## config.mk

```make
export PLATFORM = sky130hd
export DESIGN_NAME = keypad_scan_ctrl
export DESIGN_NICKNAME = d
export VERILOG_FILES = /design/src/rtl/keypad_scan_ctrl.sv
export SDC_FILE = /design/constraint.sdc
export NUM_CORES = 1
export LEC_CHECK = 0
export CORE_ASPECT_RATIO = 0.9
export CORE_MARGIN = 3
export CORE_UTILIZATION = 35
export DETAILED_ROUTE_END_ITERATION = 10
export PLACE_DENSITY_LB_ADDON = 0.1
export SYNTH_ARGS = -nofsm -noshare
export SYNTH_HDL_FRONTEND = slang
export SYNTH_SLANG_ARGS = --single-unit
```

## constraint.sdc

```tcl
create_clock -name clk -period 2.1 [get_ports clk]
set_input_delay 0.21 -clock clk [delete_from_list [all_inputs] [get_ports clk]]
set_output_delay 0.21 -clock clk [all_outputs]
set_load 0.01 [all_outputs]
```

## src/rtl/keypad_scan_ctrl.sv

```systemverilog
// Matrix keypad scanner: walks an active-low row strobe, samples synchronized
// columns and debounces press and release with one shared counter.
module keypad_scan_ctrl #(
  parameter int unsigned ROWS            = 4,
  parameter int unsigned COLS            = 4,
  parameter int unsigned SETTLE_CYCLES   = 16,
  parameter int unsigned DEBOUNCE_CYCLES = 50000
) (
  input  logic                            clk,
  input  logic                            rst_n,
  input  logic                            enable,
  input  logic [COLS-1:0]                 col_i,
  output logic [ROWS-1:0]                 row_o,
  output logic [$clog2(ROWS*COLS)-1:0]    key_code,
  output logic                            key_valid,
  output logic                            key_held
);

  localparam int unsigned CODE_W  = $clog2(ROWS * COLS);
  localparam int unsigned ROW_W   = $clog2(ROWS);
  localparam int unsigned COL_W   = $clog2(COLS);
  localparam int unsigned MAX_CYC = (SETTLE_CYCLES > DEBOUNCE_CYCLES) ? SETTLE_CYCLES
                                                                      : DEBOUNCE_CYCLES;
  localparam int unsigned CNT_W   = $clog2(MAX_CYC);

  localparam logic [2:0] ST_IDLE     = 3'd0;
  localparam logic [2:0] ST_SETTLE   = 3'd1;
  localparam logic [2:0] ST_DEBOUNCE = 3'd2;
  localparam logic [2:0] ST_REPORT   = 3'd3;
  localparam logic [2:0] ST_RELEASE  = 3'd4;

  logic [2:0]        state_q, state_d;
  logic [CNT_W-1:0]  cnt_q, cnt_d;
  logic [ROW_W-1:0]  row_idx_q, row_idx_d;
  logic [ROWS-1:0]   row_o_q, row_o_d;
  logic [CODE_W-1:0] key_code_q, key_code_d;
  logic              key_valid_q, key_valid_d;
  logic              key_held_q, key_held_d;
  logic [COL_W-1:0]  cap_col_q, cap_col_d;
  logic [COLS-1:0]   cap_pat_q, cap_pat_d;
  logic [COLS-1:0]   col_meta_q, col_s_q;

  logic [COL_W-1:0]  low_col;
  logic              col_hit;
  logic              all_high;
  logic [ROW_W-1:0]  row_nxt;
  logic [ROWS-1:0]   row_adv;

  assign row_o     = row_o_q;
  assign key_code  = key_code_q;
  assign key_valid = key_valid_q;
  assign key_held  = key_held_q;

  // Lowest-index active column wins when several keys share a row.
  always_comb begin
    low_col = '0;
    col_hit = 1'b0;
    for (int c = int'(COLS) - 1; c >= 0; c--) begin
      if (!col_s_q[c]) begin
        low_col = COL_W'(c);
        col_hit = 1'b1;
      end
    end
  end

  assign all_high = &col_s_q;
  assign row_nxt  = (row_idx_q == ROW_W'(ROWS - 1)) ? '0 : row_idx_q + ROW_W'(1);
  assign row_adv  = ~(ROWS'(1) << row_nxt);

  always_comb begin
    state_d     = state_q;
    cnt_d       = cnt_q;
    row_idx_d   = row_idx_q;
    row_o_d     = row_o_q;
    key_code_d  = key_code_q;
    key_valid_d = 1'b0;
    key_held_d  = key_held_q;
    cap_col_d   = cap_col_q;
    cap_pat_d   = cap_pat_q;

    case (state_q)
      ST_IDLE: begin
        row_o_d = '1;
        if (enable) begin
          state_d   = ST_SETTLE;
          row_idx_d = '0;
          cnt_d     = '0;
          row_o_d   = ~ROWS'(1);
        end
      end
      ST_SETTLE: begin
        if (cnt_q == CNT_W'(SETTLE_CYCLES - 1)) begin
          cnt_d = '0;
          if (col_hit) begin
            cap_col_d = low_col;
            cap_pat_d = col_s_q;
            state_d   = ST_DEBOUNCE;
          end else begin
            row_idx_d = row_nxt;
            row_o_d   = row_adv;
          end
        end else begin
          cnt_d = cnt_q + CNT_W'(1);
        end
      end
      ST_DEBOUNCE: begin
        if (col_s_q == cap_pat_q) begin
          if (cnt_q == CNT_W'(DEBOUNCE_CYCLES - 1)) begin
            state_d = ST_REPORT;
            cnt_d   = '0;
          end else begin
            cnt_d = cnt_q + CNT_W'(1);
          end
        end else begin
          // Pattern changed before it was stable: drop it silently and move on.
          state_d   = ST_SETTLE;
          cnt_d     = '0;
          row_idx_d = row_nxt;
          row_o_d   = row_adv;
        end
      end
      ST_REPORT: begin
        key_code_d  = CODE_W'(row_idx_q) * CODE_W'(COLS) + CODE_W'(cap_col_q);
        key_valid_d = 1'b1;
        key_held_d  = 1'b1;
        state_d     = ST_RELEASE;
        cnt_d       = '0;
      end
      ST_RELEASE: begin
        if (all_high) begin
          if (cnt_q == CNT_W'(DEBOUNCE_CYCLES - 1)) begin
            key_held_d = 1'b0;
            state_d    = ST_SETTLE;
            cnt_d      = '0;
            row_idx_d  = row_nxt;
            row_o_d    = row_adv;
          end else begin
            cnt_d = cnt_q + CNT_W'(1);
          end
        end else begin
          cnt_d = '0;
        end
      end
      default: begin
        state_d = ST_IDLE;
        row_o_d = '1;
      end
    endcase

    // Disabling overrides everything except the last reported code.
    if (!enable) begin
      state_d     = ST_IDLE;
      cnt_d       = '0;
      row_idx_d   = '0;
      row_o_d     = '1;
      key_valid_d = 1'b0;
      key_held_d  = 1'b0;
    end
  end

  always_ff @(posedge clk or negedge rst_n) begin
    if (!rst_n) begin
      state_q     <= ST_IDLE;
      cnt_q       <= '0;
      row_idx_q   <= '0;
      row_o_q     <= '1;
      key_code_q  <= '0;
      key_valid_q <= 1'b0;
      key_held_q  <= 1'b0;
      cap_col_q   <= '0;
      cap_pat_q   <= '1;
      col_meta_q  <= '1;
      col_s_q     <= '1;
    end else begin
      state_q     <= state_d;
      cnt_q       <= cnt_d;
      row_idx_q   <= row_idx_d;
      row_o_q     <= row_o_d;
      key_code_q  <= key_code_d;
      key_valid_q <= key_valid_d;
      key_held_q  <= key_held_d;
      cap_col_q   <= cap_col_d;
      cap_pat_q   <= cap_pat_d;
      col_meta_q  <= col_i;
      col_s_q     <= col_meta_q;
    end
  end

endmodule

```

==> results of run 1 <==
-- kinds of logic after synthesis --
group	Yosys count	synth area share
AO/OA/AOI/OAI	44	0.139
XOR/XNOR	11	0.0415
adder cells (fa/ha/maj)	6	0.0313
buffers and inverters	14	0.0313
flip-flops	45	0.494
multiplexers	11	0.0534
AND/OR/NAND/NOR	88	0.210
-- per-stage QoR --
stage | std cells | power (mW)
finish | 347 | 1.65
floorplan | 219 | 1.05
detailed placement | 337 | 1.12
CTS | 346 | 1.69
global route | 347 | 1.74
global placement | 337 | 1.12
-- placed cells by master (no fill, tap or decap), drive strengths merged, types with 2 or more instances in the layout --
master and n:
a21oi 12, a22o 5, and2 5, and3 10
and4 2, buf 25, clkbuf 5, clkdlybuf4s50 15
dfrtp 29, dfstp 16, ha 5, inv 8
mux2 8, mux2i 3, nand2 24, nand3 9
nand4 7, nand4b 4, nor2 12, nor2b 4
nor3 3, nor4 2, o21ai 9, o21bai 3
o22a 3, o311ai 2, o31ai 5, or2 2
xnor2 2, xor2 9
-- timing repair --
item | in CTS | in global routing
resized for setup | 0 | 4
hold buffers | 1 | 0
hold endpoints to repair | 21 | 0
buffers inserted | 0 | 1
setup endpoints to repair | 0 | 10
-- layer usage --
layer	wire [um]	part of all wire	global-route usage	vias up
li1	-	-	-	873
met1	2620	0.53	0.198	837
met2	2120	0.43	0.196	19
met3	133	0.027	0.0281	2
met4	21	0.0043	0.0297	0
met5	0	0	0	-
-- critical path: cells and delay by family (launching register included) --
| kind | cells | cell delay, ps |
|---|---|---|
| adders and majority gates | 1 | 240 |
| DFF | 1 | 400 |
| and+or+nand+nor | 2 | 450 |
| buffers and inverters | 1 | 180 |
| AOI/OAI and AO/OA | 3 | 700 |
-- layout make-up --
class	count	area, sq um
clock inverter	3	20.0
tap	87	109
timing repair buffer	41	345
multi-input combinational	160	1120
inverter	6	22.5
clock buffer	5	68.8
sequential	45	1150
fill	655	3450
-- report_power, final --
part,switching [mW],internal [mW]
clock network,0.309,0.236
registers,0.0252,0.904
logic,0.0911,0.0894
-- registers in the layout, indices dropped and copies added (netlist names) --
register / flops
cnt_q: 16
cap_pat_q: 4
cap_col_q: 2
col_s_q: 4
key_code: 4
col_meta_q: 4
key_valid: 1
state_q: 3
row_o: 4
row_idx_q: 2
key_held: 1
-- worst paths after layout --
check	end	slack, ps	cells after the start
max in group asynchronous	cap_pat_q[1]	1020	3
hold reg to reg	col_s_q[1]	360	0
setup / recovery	cnt_q[15]	60	7
hold / removal	col_meta_q[2]	310	1
min in group asynchronous	cnt_q[9]	430	2
setup reg to reg	cnt_q[15]	60	7
==> impl_metrics.csv, run 1 <==
group,metric,value,unit
run_status,status,"completed",
yosys,ys.warnings.count,0,
sta,tns,0,ps
yosys,synth_top_area_frac,0.313,
setup_path,required,2340,ps
sta,hold_slack,312,ps
clock_network,htreeDepth,2,
drt,drt_pre_antenna_iters,4,
yosys,yosys_most_used_dff,"dfrtp_1",
global_route,grt_max_degree,24,
setup_path,critPathLaunchType,"flip-flop",
setup_path,arrival,2280,ps
clock_network,numCtsBuffers,5,
sta,period_share,0.972,
clock_network,clk_path_buf_depth,2,
worst_hold_path,hp-start,"col_i[2]",
clock_network,cts_tree,"yes",
yosys,async_flop_share,1.00,
drt,wire_per_inst,14.1,um
sta,final-hold-violation-count,0,
cells_and_area,synthToLayoutAreaGrowth,22.0,%
yosys,netlist_instances,219,
setup_path,critPathKind,"reg -> reg",
run,cap_violations,0,
placed_design,dpl_cell_area,0.00271,sq mm
clock_network,worstSkewPairLatency,290,ps
global_route,grt_pass1_vias,1673,
pwr,p_per_area,584,mW/mm^2
sta,slew_headroom,0.630,
drt,ant_nets,0,
cells_and_area,postLayoutCoreUtil,0.451,
setup_path,slowest_delay,400,ps
placed_design,dp_hpwl,3.73,mm
yosys,ys_types,47,
setup_path,critPathMaxFanout,9,
pwr,p_leak,1.25,nW
sta,max_freq,490,MHz
yosys,synth_edf_count,0,
yosys,ys_seq_elements,45,
sta,post-route-min-period,2040,ps
global_route,grt_usage,0.133,
floorplanning,dieArea,0.00765,sq mm
clock_network,clkSinkCount,45,
setup_path,rr_startpoint,"cnt_q[0]",
sta,worst_pin_slew,555,ps
setup_path,cp-startpoint,"cnt_q[0]",
yosys,synthTopCellsByArea,"dfrtp_1, dfstp_2, nand2_1",
drt,first_iter_violations,63,
yosys,synth_area_leader_cell,"dfrtp_1",
sta,slew_violations,0,
placed_design,post-place-ws,73.4,ps
setup_path,end_kind,"flip-flop",
yosys,synth_common_cells,"dfrtp_1, nand2_1, dfstp_2",
yosys,synth_most_common_cell,"dfrtp_1",
sta,rsz0062_at_grt,"false",
sta,clock_skew,4.59,ps
cells_and_area,drive_gt1_frac,0.265,
setup_path,cp_slowest_cell,"dfrtp_1",
pwr,irDropWorstVdd,345,uV
floorplanning,start_util,0.369,
yosys,syn_area,0.00232,sq mm
drt,drcViolationCount,0,
global_route,grt_overflow,0,
floorplanning,die_x,91.8,um
yosys,syn_area_per_cell,10.6,sq um
global_route,antenna_found_initial,0,
sta,fin_ws,59.8,ps
drt,wl,4.89,mm
floorplanning,die_h,83.3,um
drt,via_per_inst,4.99,
floorplanning,rows,27,
drt,vias,1731,
sta,setup_viol,0,
cells_and_area,fin_area,0.00283,sq mm
floorplanning,ios,17,
global_route,grt_pass1_wl,8.25,mm
cells_and_area,n_antenna_cell,0,
placed_design,place.port_buffers,16,
clock_network,root_buffer,"clkbuf_8",
setup_path,crit_path_cell_trace,"ha_1 -> and4b_1 -> and4_1 -> o22a_4 -> buf_4 -> o31ai_1 -> a22o_1",
cells_and_area,nNetsFinal,271,
yosys,synth_fp_nets,231,
placed_design,gp_congestion,0.806,
yosys,ys_seq_area_frac,0.494,
worst_hold_path,hold_class,"in -> reg",
floorplanning,coreArea,0.00628,sq mm
clock_network,clk_transition_reported_paths,90,ps
No activity file was read; power rests on OpenSTA's default activity.
==> run 2: changes to the inputs <==
--- a/config.mk
+++ b/config.mk
@@ -5,6 +5,7 @@
 export SDC_FILE = /design/constraint.sdc
 export NUM_CORES = 1
 export LEC_CHECK = 0
+export CAP_MARGIN = 30
 export CORE_ASPECT_RATIO = 0.9
 export CORE_MARGIN = 3
 export CORE_UTILIZATION = 35
==> results of run 2 <==
No change in the layout: final DEF, timing and power equal those of run 1.
==> run 3: changes to the inputs <==
--- a/config.mk
+++ b/config.mk
@@ -14,3 +14,4 @@
 export SYNTH_ARGS = -nofsm -noshare
 export SYNTH_HDL_FRONTEND = slang
 export SYNTH_SLANG_ARGS = --single-unit
+export TNS_END_PERCENT = 100
==> results of run 3 <==
No change in the layout: final DEF, timing and power equal those of run 1.
